[src/rtl/egress_pkt_rx_pkg.sv]
//------------------------------------------------------------------------------
// Module : egress_pkt_rx_pkg
// Brief  : Shared FSM states, header field layout and counter helpers.
// Rev    : 1.0  initial release
//------------------------------------------------------------------------------
`default_nettype none

package egress_pkt_rx_pkg;

    typedef enum logic [1:0] {
        ST_IDLE  = 2'd0,
        ST_HDR   = 2'd1,
        ST_BODY  = 2'd2,
        ST_DRAIN = 2'd3
    } rx_state_t;

    localparam int c_DST_LSB = 0;
    localparam int c_DST_W   = 4;
    localparam int c_PRI_LSB = 4;
    localparam int c_PRI_W   = 3;
    localparam int c_LEN_LSB = 7;
    localparam int c_LEN_W   = 8;
    localparam int c_CNT_W   = 16;

    // Saturating add used by the statistics counters.
    function automatic logic [c_CNT_W-1:0] sat_add(input logic [c_CNT_W-1:0] a,
                                                   input logic [1:0]         inc);
        logic [c_CNT_W:0] w_sum;
        w_sum = {1'b0, a} + {{(c_CNT_W-1){1'b0}}, inc};
        return w_sum[c_CNT_W] ? '1 : w_sum[c_CNT_W-1:0];
    endfunction

endpackage

`default_nettype wire

[src/rtl/egress_beat_fifo.sv]
//------------------------------------------------------------------------------
// Module : egress_beat_fifo
// Brief  : First-word-fall-through beat buffer with full/empty/free-count.
// Rev    : 1.0  initial release
//------------------------------------------------------------------------------
`default_nettype none

module egress_beat_fifo #(
    parameter int WIDTH = 65,
    parameter int DEPTH = 32
) (
    input  logic                   clk,
    input  logic                   rst_n,
    input  logic                   i_push,
    input  logic [WIDTH-1:0]       i_data,
    input  logic                   i_pop,
    output logic [WIDTH-1:0]       o_data,
    output logic                   o_full,
    output logic                   o_empty,
    output logic [$clog2(DEPTH):0] o_free
);

    localparam int              c_AW    = $clog2(DEPTH);
    localparam logic [c_AW:0]   c_DEPTH = DEPTH[c_AW:0];

    logic [WIDTH-1:0] r_mem [DEPTH];
    logic [c_AW-1:0]  r_wr_ptr;
    logic [c_AW-1:0]  r_rd_ptr;
    logic [c_AW:0]    r_count;
    logic             w_wr;
    logic             w_rd;

    assign o_empty = (r_count == '0);
    assign o_full  = (r_count == c_DEPTH);
    assign o_free  = c_DEPTH - r_count;

    // A pop in the same cycle frees the slot the push needs.
    assign w_wr = i_push && (!o_full || i_pop);
    assign w_rd = i_pop && !o_empty;

    assign o_data = o_empty ? '0 : r_mem[r_rd_ptr];

    always_ff @(posedge clk or negedge rst_n) begin
        if (!rst_n) begin
            r_wr_ptr <= '0;
            r_rd_ptr <= '0;
            r_count  <= '0;
        end else begin
            if (w_wr) r_wr_ptr <= r_wr_ptr + 1'b1;
            if (w_rd) r_rd_ptr <= r_rd_ptr + 1'b1;
            case ({w_wr, w_rd})
                2'b10:   r_count <= r_count + 1'b1;
                2'b01:   r_count <= r_count - 1'b1;
                default: r_count <= r_count;
            endcase
        end
    end

    always_ff @(posedge clk) begin
        if (w_wr) r_mem[r_wr_ptr] <= i_data;
    end

endmodule

`default_nettype wire

[src/rtl/egress_pkt_rx.sv]
//------------------------------------------------------------------------------
// Module : egress_pkt_rx
// Brief  : Switch egress packet receiver: header checks, beat buffering, stats.
//          Macro EGRESS_RX_CHECK_EN enables header destination/length checks.
// Rev    : 1.0  initial release
//------------------------------------------------------------------------------
`default_nettype none

module egress_pkt_rx
    import egress_pkt_rx_pkg::*;
#(
    parameter int DATA_WIDTH = 64,
    parameter int PORT_ID    = 0,
    parameter int FIFO_DEPTH = 32
) (
    input  logic                  clk,
    input  logic                  rst,
    input  logic                  rd_sop,
    input  logic                  rd_eop,
    input  logic                  rd_vld,
    input  logic [DATA_WIDTH-1:0] rd_data,
    output logic                  ready,
    output logic                  out_vld,
    output logic [DATA_WIDTH-1:0] out_data,
    output logic                  out_last,
    input  logic                  out_rdy,
    output logic [c_CNT_W-1:0]    pkt_cnt,
    output logic [c_CNT_W-1:0]    err_cnt,
    output logic                  err_dst,
    output logic                  err_len,
    output logic                  ovf
);

    localparam int c_FW = $clog2(FIFO_DEPTH) + 1;

    // Unsupported parameter sets show up as this scope in the elaborated tree.
    if (PORT_ID > 15 || FIFO_DEPTH < 2 || (FIFO_DEPTH & (FIFO_DEPTH - 1)) != 0) begin : g_bad_params
    end

    rx_state_t          r_state;
    rx_state_t          w_state_nxt;
    logic               w_in_pkt;
    logic               w_abort;
    logic               w_beat;
    logic               w_stray;
    logic               w_push;
    logic               w_pop;
    logic               w_drop;
    logic               w_full;
    logic               w_empty;
    logic [c_FW-1:0]    w_free;
    logic [c_FW-1:0]    w_free_nxt;
    logic               w_dst_err;
    logic               w_len_err;
    logic               w_len_flag;
    logic [1:0]         w_err_inc;
    logic               r_ready;
    logic [c_CNT_W-1:0] r_pkt_cnt;
    logic [c_CNT_W-1:0] r_err_cnt;
    logic               r_err_dst;
    logic               r_err_len;
    logic               r_ovf;

    assign w_in_pkt = (r_state == ST_HDR) || (r_state == ST_BODY);
    assign w_abort  = rd_sop && w_in_pkt;
    assign w_beat   = rd_vld && w_in_pkt && !rd_sop;
    assign w_stray  = rd_vld && !w_in_pkt;
    assign w_pop    = out_vld && out_rdy;
    assign w_push   = w_beat && (!w_full || w_pop);
    assign w_drop   = w_beat && !w_push;

    always_ff @(posedge clk or negedge rst) begin
        if (!rst) r_state <= ST_IDLE;
        else      r_state <= w_state_nxt;
    end

    always_comb begin
        w_state_nxt = r_state;
        case (r_state)
            ST_IDLE:  if (rd_sop) w_state_nxt = ST_HDR;
            ST_HDR: begin
                if (rd_sop)      w_state_nxt = ST_HDR;
                else if (rd_vld) w_state_nxt = rd_eop ? ST_DRAIN : ST_BODY;
            end
            ST_BODY: begin
                if (rd_sop)                w_state_nxt = ST_HDR;
                else if (rd_vld && rd_eop) w_state_nxt = ST_DRAIN;
            end
            // A sop landing right after eop starts the next packet instead of being lost.
            ST_DRAIN: w_state_nxt = rd_sop ? ST_HDR : ST_IDLE;
            default:  w_state_nxt = ST_IDLE;
        endcase
    end

`ifdef EGRESS_RX_CHECK_EN
    localparam logic [c_DST_W-1:0] c_PORT_ID = c_DST_W'(PORT_ID);

    logic               w_hdr_beat;
    logic [c_DST_W-1:0] w_hdr_dst;
    logic [c_LEN_W-1:0] w_hdr_len;
    logic [c_LEN_W-1:0] r_len;
    logic [c_LEN_W:0]   r_beat_cnt;
    logic [c_LEN_W:0]   w_cnt_inc;

    assign w_hdr_beat = w_beat && (r_state == ST_HDR);
    assign w_hdr_dst  = rd_data[c_DST_LSB +: c_DST_W];
    assign w_hdr_len  = rd_data[c_LEN_LSB +: c_LEN_W];
    assign w_cnt_inc  = (&r_beat_cnt) ? r_beat_cnt : r_beat_cnt + 1'b1;

    // Dropped payload beats still count so overflow does not look like a length error.
    always_ff @(posedge clk or negedge rst) begin
        if (!rst) begin
            r_len      <= '0;
            r_beat_cnt <= '0;
        end else if (w_hdr_beat) begin
            r_len      <= w_hdr_len;
            r_beat_cnt <= '0;
        end else if (w_beat) begin
            r_beat_cnt <= w_cnt_inc;
        end
    end

    assign w_dst_err  = w_hdr_beat && (w_hdr_dst != c_PORT_ID);
    assign w_len_err  = w_beat && rd_eop &&
                        ((r_state == ST_HDR) ? (w_hdr_len != '0)
                                             : (w_cnt_inc != {1'b0, r_len}));
    assign w_len_flag = w_len_err || w_abort;
`else
    assign w_dst_err  = 1'b0;
    assign w_len_err  = 1'b0;
    assign w_len_flag = 1'b0;
`endif

    assign w_err_inc = 2'(w_abort) + 2'(w_drop) + 2'(w_stray)
                     + 2'(w_dst_err) + 2'(w_len_err);

    assign w_free_nxt = w_free + c_FW'(w_pop) - c_FW'(w_push);

    always_ff @(posedge clk or negedge rst) begin
        if (!rst) begin
            r_ready   <= 1'b0;
            r_pkt_cnt <= '0;
            r_err_cnt <= '0;
            r_err_dst <= 1'b0;
            r_err_len <= 1'b0;
            r_ovf     <= 1'b0;
        end else begin
            r_ready   <= (w_free_nxt >= c_FW'(2));
            r_pkt_cnt <= (w_push && rd_eop) ? sat_add(r_pkt_cnt, 2'd1) : r_pkt_cnt;
            r_err_cnt <= sat_add(r_err_cnt, w_err_inc);
            if (w_dst_err)  r_err_dst <= 1'b1;
            if (w_len_flag) r_err_len <= 1'b1;
            if (w_drop)     r_ovf     <= 1'b1;
        end
    end

    egress_beat_fifo #(
        .WIDTH (DATA_WIDTH + 1),
        .DEPTH (FIFO_DEPTH)
    ) u_fifo (
        .clk     (clk),
        .rst_n   (rst),
        .i_push  (w_push),
        .i_data  ({rd_eop, rd_data}),
        .i_pop   (w_pop),
        .o_data  ({out_last, out_data}),
        .o_full  (w_full),
        .o_empty (w_empty),
        .o_free  (w_free)
    );

    assign out_vld = !w_empty;
    assign ready   = r_ready;
    assign pkt_cnt = r_pkt_cnt;
    assign err_cnt = r_err_cnt;
    assign err_dst = r_err_dst;
    assign err_len = r_err_len;
    assign ovf     = r_ovf;

endmodule

`default_nettype wire
[config.mk]
export PLATFORM = sky130hd
export DESIGN_NAME = egress_pkt_rx
export DESIGN_NICKNAME = d
export VERILOG_FILES = /design/src/rtl/egress_pkt_rx_pkg.sv /design/src/rtl/egress_beat_fifo.sv /design/src/rtl/egress_pkt_rx.sv
export SDC_FILE = /design/constraint.sdc
export NUM_CORES = 2
export LEC_CHECK = 0
export CAP_MARGIN = 5
export CELL_PAD_IN_SITES_DETAIL_PLACEMENT = 1
export CELL_PAD_IN_SITES_GLOBAL_PLACEMENT = 2
export CORE_MARGIN = 2
export CORE_UTILIZATION = 50
export CTS_CLUSTER_SIZE = 8
export DETAILED_ROUTE_END_ITERATION = 16
export HOLD_SLACK_MARGIN = 0.1
export PLACE_DENSITY = 0.89
export SLEW_MARGIN = 0
export SYNTH_ARGS = -nofsm -noshare
export SYNTH_HDL_FRONTEND = slang
export SYNTH_SLANG_ARGS = --single-unit
[constraint.sdc]
create_clock -name clk -period 6.65 [get_ports clk]
set_input_delay 1.33 -clock clk [delete_from_list [all_inputs] [get_ports clk]]
set_output_delay 1.33 -clock clk [all_outputs]
set_load 0.01 [all_outputs]
; ---- Word level (Yosys, flattened, before mapping)
; Memory sizes are Yosys's and may differ from the RTL's.
; Cells that the tools add are included.
; W data, S select, Z words.
[classes]
reduce_logical = 22
n_mux = 14
order_cmp = 1
add_sub_neg = 11
eq_ne = 9
[op_table]
columns = cell, count
row1 = $mux W65, 1
row2 = $mux W16, 2
row3 = $add A16 B1 Y17 const B, 1
row4 = $add A16 B2 Y17, 1
row5 = $pmux W6 S2, 1
row6 = $logic_and A1 B1 Y1, 11
row7 = $add A5 B1 Y5 const B, 2
row8 = $mux W2, 5
row9 = $pmux W2 S4, 1
row10 = $add A6 B1 Y6, 1
row11 = $add A6 B1 Y6 const B, 1
row12 = $eq A2 B2 Y1 const B, 3
row13 = $eq A6 B6 Y1 const B, 1
row14 = $ge A6 B2 Y1 const B, 1
row15 = $logic_not A6 Y1, 1
row16 = $sub A6 B1 Y6, 1
row17 = $sub A6 B1 Y6 const B, 1
row18 = $sub A6 B6 Y6 const A, 1
row19 = $logic_not A1 Y1, 5
row20 = $eq A2 B1 Y1 const B, 2
row21 = $mux W1, 4
row22 = $ne A3 B2 Y1 const B, 1
row23 = $ne A3 B3 Y1 const B, 1
row24 = $reduce_and A3 Y1, 1
row25 = 6 further kinds, 7
[word_totals]
mem_count = 1
output_inout_bits = 102
wordCells = 66
input_bits = 70
ramBits = 2080
reg_bits = 52
[memory_table]
columns = memory, depth, word_bits, rd, rd_ports_with_merged_regs, write_ports, line
row1 = u_fifo.r_mem, 32, 65, 1, 0, 1, egress_beat_fifo.sv:26  ; logic [WIDTH-1:0] r_mem [DEPTH];

; ---- Longest topological paths before layout
[logic_depth]
depth_word = 11
depth_mapped = 14
ltp_nobuf = 14

; ---- Modules after synthesis
; Synthesis repeated with hierarchy kept, for this count alone.
[unflattened]
cells_unflattened = 4139
hier_area_um2 = 83289.9
[by_module_without_submodules]
columns = module, area_per_inst_um2, seq_area_each_um2, instances, cells_per_inst
row1 = egress_beat_fifo, 81012.7, 62860.3, 1, 3899
row2 = egress_pkt_rx, 2277.2, 900.9, 1, 240

; ---- Least setup slack after synthesis
; OpenSTA, ideal clock, no wires.
[synth_path]
path_type = input to register
start = in rd_sop
end = mem u_fifo.r_mem[29][0] (enable)
t_arrival_ns = 5.104
setup_slack_ns = 1.057
n_path_buf = 1
setup_time_ns = 0.489
required_ns = 6.161
path_stages = 5
path_cell_list = nand3b_1 > a31oi_1 > clkbuf_1 > nand2_1 > nor2_1
[synth_via]
elab_chain_cells = 6
[synth_lines]
columns = item, line
row1 = start: declaration, egress_pkt_rx.sv:18  ; input logic rd_sop,
row2 = $logic_not A1 Y1, egress_pkt_rx.sv:66  ; assign w_beat = rd_vld && w_in_pkt && !rd_sop;
row3 = $logic_and A1 B1 Y1, egress_pkt_rx.sv:66
row4 = $logic_and A1 B1 Y1, egress_pkt_rx.sv:69  ; assign w_push = w_beat && (!w_full || w_pop);
row5 = $logic_and A1 B1 Y1, egress_beat_fifo.sv:38  ; assign w_wr = i_push && (!o_full || i_pop);
row6 = named net u_fifo.w_wr, egress_beat_fifo.sv:30  ; logic w_wr;
row7 = $mux W1, egress_beat_fifo.sv:60  ; if (w_wr) r_mem[r_wr_ptr] <= i_data;
row8 = $mux W1 (not written as such), egress_beat_fifo.sv:60
row9 = end: declaration, egress_beat_fifo.sv:26
; The timed path passes the listed nets, and every way through them passes these cells.

; ---- Worst setup path in the final report
[layout_path]
start = reg u_fifo.r_count[4]
end = out out_data[30]
[layout_via]
elab_chain_cells = 2
[layout_lines]
columns = item, line
row1 = start: declaration, egress_beat_fifo.sv:29  ; logic [c_AW:0] r_count;
row2 = start signal: assignment, egress_beat_fifo.sv:52  ; 2'b10: r_count <= r_count + 1'b1;
row3 = start signal: assignment, egress_beat_fifo.sv:53  ; 2'b01: r_count <= r_count - 1'b1;
row4 = start signal: assignment, egress_beat_fifo.sv:54  ; default: r_count <= r_count;
row5 = $logic_not A6 Y1, egress_beat_fifo.sv:33  ; assign o_empty = (r_count == '0);
row6 = $mux W65, egress_beat_fifo.sv:41  ; assign o_data = o_empty ? '0 : r_mem[r_rd_ptr];
row7 = end: declaration, egress_pkt_rx.sv:24  ; output logic [DATA_WIDTH-1:0] out_data,
; No other way between the ends.

==> metrics <==
run status complete, but fails checks; failing checks capacitance limit, slew limit; Synth Area in XOR/XNOR 0.00235; CP Buf/Inv Count 3; Initial Util 0.504; hold slack final between 0.4 and 0.5 ns; unrepaired setup endpoints after global routing false; clk_lat worst skew 0.92 ns; Max clock buf depth 4; combinational share of power 0.284; Psw 12.6 mW; Compound-Gate Fraction of Synth Area 0.0192; Post-synth top flop edfxtp_1; I/O Pins 172; DIE HEIGHT slightly above 400 um; mux share of post-synthesis cell area 0.170; GRT overflow 0; crit path max-delay cell type nand3_4; area grow syn2layout 16.2%; die area 167000 um^2; WL/cell 39.1 um; GRT Util Overall 0.293; DRC Markers 0; post-CTS setup buffer count 0; CP top delay family buffers and inverters; Adder-Cell Fraction of Synth Area 0.00494; synth unique cells 69; input/output buffers roughly 170; largest family of logic cells by synthesized area multiplexers; DR iter-0 viols between 6000 and 7000; GPL Wtd Cong ~0.77; DR vias 42700; max incr delay on CP between 0.7 and 0.8 ns; Final setup violation count 0; worst IR drop on VDD approximately 0.00037 V; switching power as a share of total power 0.301; Via-to-Cell Ratio 6.85; commonest non-fill, non-tap cell in the layout edfxtp_1; core area roughly 160000 um^2; EDFF count, synth ~2100; Max-Cap Viols 1; Worst Path Class, Setup register to output pin; Pre-antenna DRT Iters 5; TNS Setup 0 ns; internal power about 29 mW; Critical Path Start Type register; min Tclk post-route 6.61 ns; CTS tree built; max layer used met5; crit path cell chain inv_1 -> ha_1 -> and4bb_2 -> inv_2 -> nand3_4 -> o22ai_1 -> a31o_1 -> clkdlybuf4s50_1; largest fanout on the critical path 22; Seq pwr share 0.374; initial antenna violation count 10; Avg Cell Area, Syn ~23 um^2; cts hold-fix bufs 0; Synth Register Bits 2132; routed length on met2 120000 um; Clock Power Share 0.343; Crit. End Element output pin; Max-slew headroom -0.0340; H-tree levels 5; antenna viol nets, final 0; met3 wire length 26300 um; Min-Delay Path Class register to register; Layout fillers 13500; data required time of the worst path 5.32 ns; ys async rst share 0.0244; CTS sink count approximately 2100; worst-margin pin slew between 1.5 and 2 ns; cells after synthesis 3560; Critical Path AT approximately 5.3 ns; Post-Synth Simple-Gate Area 0.0147; worst-case clock skew between 0.05 and 0.06 ns; Final Hold Vio Count 0; total CTS buffers 317; Root Driver clkbuf_16; DP HPWL 114000 um; Routed WL 244000 um; Tcrit/Tclk final 0.994; Max Fclk roughly 0.15 GHz; largest net degree at the start of global routing 100; Chip Width 409 um; Leak around 31 nW; Synth Warn # 0; FP Rows around 150; first-pass GRT wire length roughly 350000 um; Nets just over 4000; Post-Synthesis Cell Area 82100 um^2; pwr dens ~440 nW/um^2; Metal-1 WL about 85000 um; clk slew on worst S/H paths 0.06 ns; Slew Viols, Final 23; share of layout cells above drive strength 1 0.261; most frequent cells in the layout edfxtp_1 (2080), mux4_2 (559), clkbuf_16 (323), clkdlybuf4s50_1 (168), mux2i_1 (125); Seq/Total Area, Yosys 0.777; vias in the first global route 45900
-- worst register-to-register path: cells and delay by family (launching register included) --
| kind | cells | cell delay (ns) |
|---|---|---|
| DFF | 1 | 0.47 |
| AOI/OAI and AO/OA | 2 | 0.49 |
| buffers and inverters | 4 | 1.29 |
| and+or+nand+nor | 4 | 1.39 |
| adders and majority gates | 3 | 1.20 |
-- kinds of logic (layout without fill, tap and decap cells) --
family / after synthesis / after routing
simple gates: 246 / 248
other cells: 1 / 6
buf+inv: 210 / 701
mux: 694 / 694
flops: 2132 / 2132
compound gates: 225 / 225
xor+xnor: 22 / 22
fa+ha+maj: 30 / 30
-- metal layers --
layer,global-route usage,up-vias
met2,0.471,3448
met4,0.135,10
met5,0,-
met1,0.380,22600
li1,-,15900
met3,0.0725,758
-- power by group through the flow --
stage,logic [mW],registers [mW],clock network (mW)
2_1_floorplan,7.45,15.5,0
3_3_place_gp,11.1,15.8,0
3_5_place_dp,11.4,15.8,0
4_1_cts,11.9,15.6,14.4
5_1_grt,12.4,15.6,14.9
6_report,11.9,15.6,14.3
-- synth_stat cells, types with 26 or more instances --
library cell,n,area share
ha_1,26,0.0040
edfxtp_1,2080,0.76
clkbuf_1,96,0.0044
dfrtp_1,52,0.016
a21o_1,46,0.0042
mux4_2,559,0.15
buf_2,45,0.0027
mux2i_1,125,0.015
nand2_1,87,0.0040
nor2_1,47,0.0021
o22ai_1,59,0.0045
nand3_1,28,0.0017
-- worst paths after layout --
check	start	endpoint	slack (ns)	cells after the start
max in group asynchronous	rst	u_fifo.r_rd_ptr[1]$_DFFE_PN0P_	5.43	2
min in group asynchronous	rst	err_cnt[0]$_DFF_PN0_	0.56	2
hold / removal	ovf$_DFFE_PN0P_	ovf$_DFFE_PN0P_	0.48	1
setup / recovery	u_fifo.r_count[4]$_DFFE_PN0P_	out_data[30]	0.04	8
hold reg to reg	ovf$_DFFE_PN0P_	ovf$_DFFE_PN0P_	0.48	1
setup reg to reg	u_fifo.r_count[4]$_DFFE_PN0P_	u_fifo.r_count[4]$_DFFE_PN0P_	1.69	13
-- flip-flops by register name (all words and copies together) (netlist names) --
name	flops
ready	1
r_state	2
u_fifo.r_mem	2080
u_fifo.r_rd_ptr	5
pkt_cnt	16
u_fifo.r_wr_ptr	5
ovf	1
u_fifo.r_count	6
err_cnt	16
-- layout make-up --
cell class,instances,area (um^2),area share
timing repair buffer,280,2780,0.0291
sequential,2132,63800,0.668
antenna,4,10.0,0.000105
clock buffer,384,8310,0.0871
inverter,28,115,0.00121
clock inverter,9,75.1,0.000787
tap,2175,2720,0.0285
multi-input combinational,1221,17600,0.185
-- stage by stage --
| step | cell area (um^2) | utilization | cells | setup WS [ns] | power, mW |
|---|---|---|---|---|---|
| 2_1_floorplan | 82100 | - | 3561 | 1.06 | 23.0 |
| 3_3_place_gp | 87000 | 0.534 | 5833 | 1.14 | 26.9 |
| 3_5_place_dp | 87000 | 0.534 | 5833 | 1.01 | 27.2 |
| 4_1_cts | 95400 | 0.585 | 6228 | 0.0260 | 41.9 |
| 5_1_grt | 95400 | 0.586 | 6230 | 0.0646 | 42.9 |
| 6_report | 95400 | 0.586 | 6233 | 0.0415 | 41.8 |
-- what timing repair did --
action	4_1_cts	5_1_grt
resized for setup	0	2
endpoints found under the setup margin	1	23
pin swaps	0	0
gates cloned	2	0
Power figures use the tool's default switching activity.
